===== src/rtl/count_bcd_7seg_if.sv =====
// Display-stage bus: binary count in, packed BCD digits, segment codes and status out.
interface count_bcd_7seg_if;
    logic [7:0]  count;
    logic [11:0] bcd;
    logic [6:0]  hex2;
    logic [6:0]  hex1;
    logic [6:0]  hex0;
    logic        busy;
    logic        done;

    // Up-counter side: drives the value, observes the display.
    modport master (
        output count,
        input  bcd, hex2, hex1, hex0, busy, done
    );

    // Display stage side.
    modport slave (
        input  count,
        output bcd, hex2, hex1, hex0, busy, done
    );
endinterface


===== src/rtl/count_bcd_7seg.sv =====
// Binary-to-BCD display stage: sequential shift-and-add-3 conversion driving
// three seven-segment digits with optional leading-zero blanking.
module count_bcd_7seg #(
    parameter bit SEG_ACTIVE_LOW = 1'b1,
    parameter bit BLANK_LEADING  = 1'b1
) (
    input  logic              clk50m,
    input  logic              rst,
    count_bcd_7seg_if.slave   disp
);

    localparam int unsigned VAL_W  = 8;
    localparam int unsigned BCD_W  = 12;
    localparam int unsigned SEG_W  = 7;
    localparam int unsigned ITER_W = 4;

    typedef enum logic [1:0] {
        IDLE  = 2'd0,
        CONV  = 2'd1,
        LATCH = 2'd2
    } state_t;

    // Segment pattern for one digit in gfedcba order, honouring output polarity.
    function automatic logic [SEG_W-1:0] seg_code(input logic [3:0] digit, input logic blank);
        logic [SEG_W-1:0] code;
        code = 7'b1111111;
        if (!blank) begin
            case (digit)
                4'd0:    code = 7'b1000000;
                4'd1:    code = 7'b1111001;
                4'd2:    code = 7'b0100100;
                4'd3:    code = 7'b0110000;
                4'd4:    code = 7'b0011001;
                4'd5:    code = 7'b0010010;
                4'd6:    code = 7'b0000010;
                4'd7:    code = 7'b1111000;
                4'd8:    code = 7'b0000000;
                4'd9:    code = 7'b0010000;
                default: code = 7'b1111111;
            endcase
        end
        return SEG_ACTIVE_LOW ? code : ~code;
    endfunction

    state_t             state_q,   state_d;
    logic [VAL_W-1:0]   val_q,     val_d;
    logic [VAL_W-1:0]   sh_q,      sh_d;
    logic [BCD_W-1:0]   scratch_q, scratch_d;
    logic [ITER_W-1:0]  iter_q,    iter_d;
    logic [VAL_W-1:0]   shown_q,   shown_d;
    logic [BCD_W-1:0]   bcd_q,     bcd_d;
    logic [SEG_W-1:0]   hex2_q,    hex2_d;
    logic [SEG_W-1:0]   hex1_q,    hex1_d;
    logic [SEG_W-1:0]   hex0_q,    hex0_d;
    logic               busy_q,    busy_d;
    logic               done_q,    done_d;

    logic [BCD_W-1:0]       adj;
    logic [BCD_W+VAL_W-1:0] shifted;

    // Add-3 correction of every scratch digit that is 5 or more.
    always_comb begin
        adj = scratch_q;
        for (int i = 0; i < 3; i++) begin
            if (scratch_q[i*4 +: 4] >= 4'd5) begin
                adj[i*4 +: 4] = scratch_q[i*4 +: 4] + 4'd3;
            end
        end
        shifted = {adj, sh_q} << 1;
    end

    // Next-state and output computation.
    always_comb begin
        state_d   = state_q;
        val_d     = val_q;
        sh_d      = sh_q;
        scratch_d = scratch_q;
        iter_d    = iter_q;
        shown_d   = shown_q;
        bcd_d     = bcd_q;
        hex2_d    = hex2_q;
        hex1_d    = hex1_q;
        hex0_d    = hex0_q;
        done_d    = 1'b0;

        case (state_q)
            IDLE: begin
                if (disp.count != shown_q) begin
                    val_d     = disp.count;
                    sh_d      = disp.count;
                    scratch_d = '0;
                    iter_d    = '0;
                    state_d   = CONV;
                end
            end
            CONV: begin
                scratch_d = shifted[BCD_W+VAL_W-1:VAL_W];
                sh_d      = shifted[VAL_W-1:0];
                iter_d    = iter_q + ITER_W'(1);
                if (iter_q == ITER_W'(7)) begin
                    state_d = LATCH;
                end
            end
            LATCH: begin
                bcd_d   = scratch_q;
                hex2_d  = seg_code(scratch_q[11:8],
                                   BLANK_LEADING && (scratch_q[11:8] == 4'd0));
                hex1_d  = seg_code(scratch_q[7:4],
                                   BLANK_LEADING && (scratch_q[11:4] == 8'd0));
                hex0_d  = seg_code(scratch_q[3:0], 1'b0);
                shown_d = val_q;
                done_d  = 1'b1;
                state_d = IDLE;
            end
            default: state_d = IDLE;
        endcase

        busy_d = (state_d != IDLE);
    end

    // State and output registers with synchronous reset.
    always_ff @(posedge clk50m) begin
        if (rst) begin
            state_q   <= IDLE;
            val_q     <= '0;
            sh_q      <= '0;
            scratch_q <= '0;
            iter_q    <= '0;
            shown_q   <= '0;
            bcd_q     <= '0;
            hex2_q    <= seg_code(4'd0, BLANK_LEADING);
            hex1_q    <= seg_code(4'd0, BLANK_LEADING);
            hex0_q    <= seg_code(4'd0, 1'b0);
            busy_q    <= 1'b0;
            done_q    <= 1'b0;
        end else begin
            state_q   <= state_d;
            val_q     <= val_d;
            sh_q      <= sh_d;
            scratch_q <= scratch_d;
            iter_q    <= iter_d;
            shown_q   <= shown_d;
            bcd_q     <= bcd_d;
            hex2_q    <= hex2_d;
            hex1_q    <= hex1_d;
            hex0_q    <= hex0_d;
            busy_q    <= busy_d;
            done_q    <= done_d;
        end
    end

    assign disp.bcd  = bcd_q;
    assign disp.hex2 = hex2_q;
    assign disp.hex1 = hex1_q;
    assign disp.hex0 = hex0_q;
    assign disp.busy = busy_q;
    assign disp.done = done_q;

endmodule


===== src/flat_wrapper.sv =====
// flat-port wrapper written by rule: the top's interface ports become plain ports
module count_bcd_7seg_flat 
#(
    parameter bit SEG_ACTIVE_LOW = 1'b1,
    parameter bit BLANK_LEADING  = 1'b1
)
  (clk50m, rst, disp_count, disp_bcd, disp_hex2, disp_hex1, disp_hex0, disp_busy, disp_done);
  count_bcd_7seg_if disp_i ();
  input  logic clk50m;
  input  logic rst;
  input wire logic [$bits(disp_i.count)-1:0] disp_count;
  output wire logic [$bits(disp_i.bcd)-1:0] disp_bcd;
  output wire logic [$bits(disp_i.hex2)-1:0] disp_hex2;
  output wire logic [$bits(disp_i.hex1)-1:0] disp_hex1;
  output wire logic [$bits(disp_i.hex0)-1:0] disp_hex0;
  output wire logic [$bits(disp_i.busy)-1:0] disp_busy;
  output wire logic [$bits(disp_i.done)-1:0] disp_done;
  assign disp_i.count = disp_count;
  assign disp_bcd = disp_i.bcd;
  assign disp_hex2 = disp_i.hex2;
  assign disp_hex1 = disp_i.hex1;
  assign disp_hex0 = disp_i.hex0;
  assign disp_busy = disp_i.busy;
  assign disp_done = disp_i.done;
  count_bcd_7seg #(.SEG_ACTIVE_LOW(SEG_ACTIVE_LOW), .BLANK_LEADING(BLANK_LEADING)) u_core (.clk50m(clk50m), .rst(rst), .disp(disp_i));
endmodule

===== config.mk =====
export PLATFORM = sky130hd
export DESIGN_NAME = count_bcd_7seg_flat
export DESIGN_NICKNAME = d
export VERILOG_FILES = /design/src/rtl/count_bcd_7seg_if.sv /design/src/rtl/count_bcd_7seg.sv /design/src/flat_wrapper.sv
export SDC_FILE = /design/constraint.sdc
export NUM_CORES = 1
export LEC_CHECK = 0
export CAP_MARGIN = 10
export CORE_MARGIN = 2
export CORE_UTILIZATION = 55
export CTS_CLUSTER_DIAMETER = 100
export CTS_CLUSTER_SIZE = 25
export DETAILED_ROUTE_END_ITERATION = 6
export DONT_BUFFER_PORTS = 1
export GPL_TIMING_DRIVEN = 0
export PLACE_DENSITY = 0.68
export SLEW_MARGIN = 20
export SYNTH_ARGS = -nofsm -noshare
export SYNTH_HDL_FRONTEND = slang
export SYNTH_SLANG_ARGS = --single-unit

===== constraint.sdc =====
create_clock -name clk50m -period 6.25 [get_ports clk50m]
set_clock_uncertainty 0.2 [all_clocks]
set_input_delay 1.25 -clock clk50m [delete_from_list [all_inputs] [get_ports clk50m]]
set_output_delay 1.25 -clock clk50m [all_outputs]
set_load 0.02 [all_outputs]

==> qor.yml, run 1 <==
status: "finished, final reports clean"
hold_violations: 0
syn_nets: 515
fin_crit_ns: 3.61
yosys.area_share.simple: 0.192
clockRootBuffer: "clkbuf_8"
synth_top_area_frac: 0.452
num_io_pins: 45
crit_chain: "xnor2_1, nand4_1, o31ai_4, buf_2, a22oi_1, nor2_1, inv_1, ha_1, mux2_2, a211oi_1"
start_util: 0.562
layout_setup_ws_ns: 2.64
diodes: 0
netlist_top_cells_area: "dfxtp_1, nand2_1, ha_1"
critPathRequiredTime_ns: 6.33
synth_xor_xnor_area_share: 0.0283
worstMarginPinSlew_ns: 1.06
fillers: 658
drv_cap: 0
synth_flop_cell: "dfxtp_1"
dp_slack_ns: 2.28
crit_path_max_fanout: 10
rsz0062_at_grt: "false"
ys_types: 44
synthMuxAreaShare: 0.0279
power_density_nw_per_um2: 237
die_area_um2: 8030
synth.most_common_cell: "dfxtp_1"
area_delta_synth_final_pct: 7.70
critPathTopFamily: "compound AO/OA/AOI/OAI gates"
max_freq_mhz: 277
synth_area_um2: 4030
port_buffers: 0
synth_edf_count: 0
yosysWarnings: 0
setup_viol_count_final: 0
synth_top_area_cell: "dfxtp_1"
drtPass1Iterations: 4
slew_viol_final: 0
gp_congestion: 0.822
clk_path_buf_depth: 2
synthCells: 485
rows: 31
ant_nets: 0
syn_area_per_cell_um2: 8.31
place_area_um2: 4150
synth_seq_area_share: 0.452
avgViaCountPerCell: 5.58
numClockSinks: 91
clk_pin_slew_ns: 0.09
path_buf_inv: 2
synth_common_cells: "dfxtp_1, nand2_1, nor2_1"
fin_area_um2: 4340
antenna_found_initial: 0
hp-class: "register to register"
drive_gt1_frac: 0.0519
wl_per_cell_um: 15.6
critPathMaxStageDelay_ns: 0.44
arrival_ns: 3.69
layout.nets: 526
p_leak_uw: 0.00160
cts_buffers: 9
fin_util: 0.605
synthAdderAreaFrac: 0.0621
grt_pass1_vias: 3187
wl_um: 9360
power_uw: 1030
ir_drop_mv: 0.157
finalCritPeriodShare: 0.578
slew-limit-headroom: 0.290
synth_top_family_by_area: "simple AND/OR/NAND/NOR gates"
end_kind: "register"
setup-tns-final_ns: 0
dp_hpwl_um: 6610
post_cts_buffers: 0
rrSetupSlack_ns: 3.19
grt_overflow_total: 0
synth_compound_area_frac: 0.186
hold_buffers: 0
ys_ff_latch: 91
htreeDepth: 3
grt_pass1_wl_um: 15300
grt.total_usage: 0.249
cts_tree: "done"
clock_latency_ns: 0.37
cpMaxStageDelayCell: "o31ai_4"
path_class: "input pin to register"
grt_max_degree: 15
die_y_um: 89.6
cts-resized-gates: 0
drcViolationCount: 0
synth-async-reset-ratio: 0
worst_setup_path_start_kind: "input pin"
core_area_um2: 7180
drt_iter0_markers: 149
dr_total_vias: 3348
dieWidth_um: 89.6
-- metrics by stage --
step / hold slack, ns / std cells
4_1_cts: 0.243 / 600
6_report: 0.244 / 600
2_1_floorplan: 0.218 / 485
5_1_grt: 0.261 / 600
3_3_place_gp: 0.221 / 584
3_5_place_dp: 0.230 / 584
-- layer usage --
metal  vias up  routed length [um]  global-route usage  part of all wire
li1       1677                   -                   -                 -
met1      1576                4110               0.321              0.44
met2        82                4490               0.407              0.48
met3        13                 614              0.0585             0.066
met4         0                 144              0.0896             0.015
met5         -                   0                   0                 0
-- path summary, 6_finish.rpt --
kind | startpoint | endpoint | cells after the start
setup reg to reg | u_core.shown_q[2] | register | 10
hold reg to reg | register | u_core.disp.hex1[5] | 2
setup / recovery | disp_count[2] | register | 10
hold / removal | register | u_core.disp.hex1[5] | 2
-- final cells by class --
class / instances / area, um2 / area share
plain buffers: 31 / 123 / 0.0283
clock buffers: 12 / 135 / 0.0311
clock inverters: 4 / 51.3 / 0.0118
inverters: 23 / 86.3 / 0.0199
multi-input cells: 340 / 2000 / 0.461
flip-flops and latches: 91 / 1820 / 0.420
well taps: 99 / 124 / 0.0285
-- placed cells by master, fill, tap and decap left out, drive strengths merged, types with 3 or more instances in the layout --
cell type,synthesis,final
dfxtp,91,91
nand2,77,77
nor2,61,61
a21oi,43,43
clkbuf,24,36
inv,23,23
o21ai,22,22
ha,20,20
xnor2,13,13
nor3,11,11
mux2i,9,9
nand3,9,9
a311oi,8,8
o22ai,7,7
a22oi,7,7
buf,7,7
nor3b,6,6
a211oi,6,6
o221ai,4,4
o211ai,4,4
a21o,4,4
nand4,4,4
nor2b,3,3
nand2b,3,3
a2bb2oi,3,3
-- power breakdown --
part	internal (uW)	switching, uW
Clock	185	202
Sequential	588	5.22
Combinational	15.6	31.7
Total	789	239
-- kinds of logic (layout without fill, tap and decap cells) --
group,count (synthesis),after routing
mux,11,11
flops,91,91
compound gates,116,116
fa+ha+maj,20,20
xor+xnor,13,13
buf+inv,54,70
simple gates,180,180
-- worst reg2reg max path, delay by kind of cell, from the launching register on --
family	cells	cell delay, ns
simple gates	2	0.51
mux	1	0.26
xor+xnor	1	0.15
compound gates	3	0.85
fa+ha+maj	1	0.22
buf+inv	2	0.45
flops	1	0.33
Power figures use the tool's default switching activity.
==> run 2: changes to the inputs <==
PLACE_DENSITY = 0.71   (was 0.68)
clock period = 3.25 ns   (was 6.25 ns; I/O delays follow)
==> run 2 against run 1 <==
  * Sequential cell count stayed put
  * Die area stayed put
  * Cell count is 0.17% higher
  * Wire length is 0.96% higher
  * Via count is 0.78% lower
  * Power is 110% higher
  * Combinational power is 91% higher
  * Setup slack worse by 2.4 ns
  * Critical path depth stayed put
  * First-iteration DRC count is 3.4% lower
  * Largest cell class unchanged
  * Highest routed layer unchanged
==> qor.yml, run 2 (synthesis gave the netlist of run 1 again) <==
status: "finished, final reports clean"  # unchanged
startpoint: "u_core.shown_q[3]"  # was disp_count[2]
p_leak_uw: 0.00164  # was 0.00160 uW
core_area_um2: 7180  # unchanged
antenna_found_initial: 0  # unchanged
hp-class: "input pin to register"  # was register to register
clock_latency_ns: 0.36  # was 0.37 ns
fillers: 651  # was 658
grt_pass1_wl_um: 15000  # was 15,300 um
top_usage_layer: "met2"  # unchanged
area_delta_synth_final_pct: 9.41  # was 7.70%
hold_violations: 0  # unchanged
use_met2: 0.430  # was 0.407
cts_buffers: 9  # unchanged
gp_congestion: 0.841  # was 0.822
max_freq_mhz: 336
arrival_ns: 3.04  # was 3.69 ns
numClockSinks: 91  # unchanged
start_util: 0.562  # unchanged
fin_crit_ns: 2.97
fin_area_um2: 4410  # was 4340 um2
ir_drop_mv: 0.359  # was 0.157 mV
finalCritPeriodShare: 0.914
end_kind: "register"  # unchanged
diodes: 0  # unchanged
place_area_um2: 4150  # unchanged
wl_per_cell_um: 15.7  # was 15.6 um
grtUsageMet1: 0.298  # was 0.321
grt_util_met3: 0.0548  # was 0.0585
reg2reg_from: "u_core.shown_q[3]"  # was u_core.shown_q[2]
htreeDepth: 3  # unchanged
cts_tree: "done"  # unchanged
clk_pin_slew_ns: 0.08  # was 0.09 ns
drcViolationCount: 0  # unchanged
layout.nets: 528  # was 526
die_y_um: 89.6  # unchanged
slew-limit-headroom: 0.266  # was 0.290
dieWidth_um: 89.6  # unchanged
grt_overflow_total: 0  # unchanged
critPathRequiredTime_ns: 3.32  # was 6.33 ns
rows: 31  # unchanged
clk_path_buf_depth: 2  # unchanged
final_common_cell: "dfxtp_1"  # unchanged
slew_viol_final: 0  # unchanged
setup-tns-final_ns: 0  # unchanged
drive_gt1_frac: 0.0578  # was 0.0519
hold_buffers: 0  # unchanged
path_class: "register to register"  # was input pin to register
setup_viol_count_final: 0  # unchanged
min_from: "disp_count[5]"
grt_pass1_vias: 3099  # was 3,187
final_cell_mix: "dfxtp_1, nand2_1, nor2_1"  # unchanged
drv_cap: 0  # unchanged
port_buffers: 0  # unchanged
worstMarginPinSlew_ns: 1.10  # was 1.06 ns
clockRootBuffer: "clkbuf_8"  # unchanged
drt_iter0_markers: 144  # was 149
grt_max_degree: 15  # unchanged
num_io_pins: 45  # unchanged
multi_input_area_um2: 2000  # unchanged
drtPass1Iterations: 5  # was 4
dp_hpwl_um: 6690  # was 6610 um
ant_nets: 0  # unchanged
worst_setup_path_start_kind: "register"  # was input pin
seq_area_um2: 1820  # unchanged
power_density_nw_per_um2: 487  # was 237 nW/um2
die_area_um2: 8030  # unchanged
crit_path_max_fanout: 10  # unchanged
rsz0062_at_grt: "false"  # unchanged
wl_um: 9450  # was 9360 um
dr_total_vias: 3322  # was 3,348
grt.total_usage: 0.247  # was 0.249
avgViaCountPerCell: 5.53  # was 5.58
[run 2: final timing paths]
path                                            end  slack [ns]  cells after the start
worst min-delay path                u_core.val_q[5]        0.23                      2
worst max register to register             register        0.28                     10
worst max-delay path                       register        0.28                     10
worst min register to register  u_core.disp.hex1[5]        0.25                      2
[run 2: report_power, final]
part,leakage (uW),internal (uW),switching (uW)
combinational,0.000787,30.1,60.1
clock,0.000120,529,385
sequential,0.000738,1130,10.5
total,0.00164,1690,456
[run 2: metrics by stage]
step                utilization  power [uW]  hold WS [ns]  cells  worst slack, ns
floorplan                     -        1230         0.218    485            0.360
global placement          0.579        1260         0.220    584          -0.0807
detailed placement        0.579        1260         0.228    584           -0.157
CTS                       0.612        2160         0.227    599            0.154
global route              0.614        2210         0.227    601           0.0941
finish                    0.614        2150         0.233    601            0.278
[run 2: critical path, stage by stage, from the launching register on]
cell,delay (ns)
dfxtp_1,0.36
xnor2_1,0.12
nand4_1,0.28
o31ai_4,0.34
buf_2,0.31
a22oi_1,0.19
nor2_1,0.21
inv_1,0.11
ha_1,0.24
mux2_2,0.27
a211oi_1,0.25
[run 2: area by class of cell]
| class | instances | share of cell area |
|---|---|---|
| buffer | 31 | 0.0278 |
| tap | 99 | 0.0281 |
| clock buffer | 11 | 0.0321 |
| multi-input combinational | 340 | 0.453 |
| clock inverter | 4 | 0.0224 |
| timing repair buffer | 2 | 0.00341 |
| sequential | 91 | 0.413 |
| inverter | 23 | 0.0196 |
[run 2: repair_timing]
item	CTS	global route
setup buffers	0	2
resized for setup	0	0
setup endpoints to repair	0	1
[run 2: per-layer routing]
layer / share of wire / wire, um / vias to the layer above
met5: 0 / 0 / -
met4: 0.012 / 116 / 0
met3: 0.054 / 509 / 11
met2: 0.48 / 4560 / 61
met1: 0.45 / 4260 / 1572
li1: - / - / 1678
==> run 3: changes to the inputs <==
CTS_CLUSTER_DIAMETER = unset   (was 100)
CTS_CLUSTER_SIZE = 28   (was 25)
==> results of run 3 <==
Final layout, timing and power as in run 2 (identical DEF).
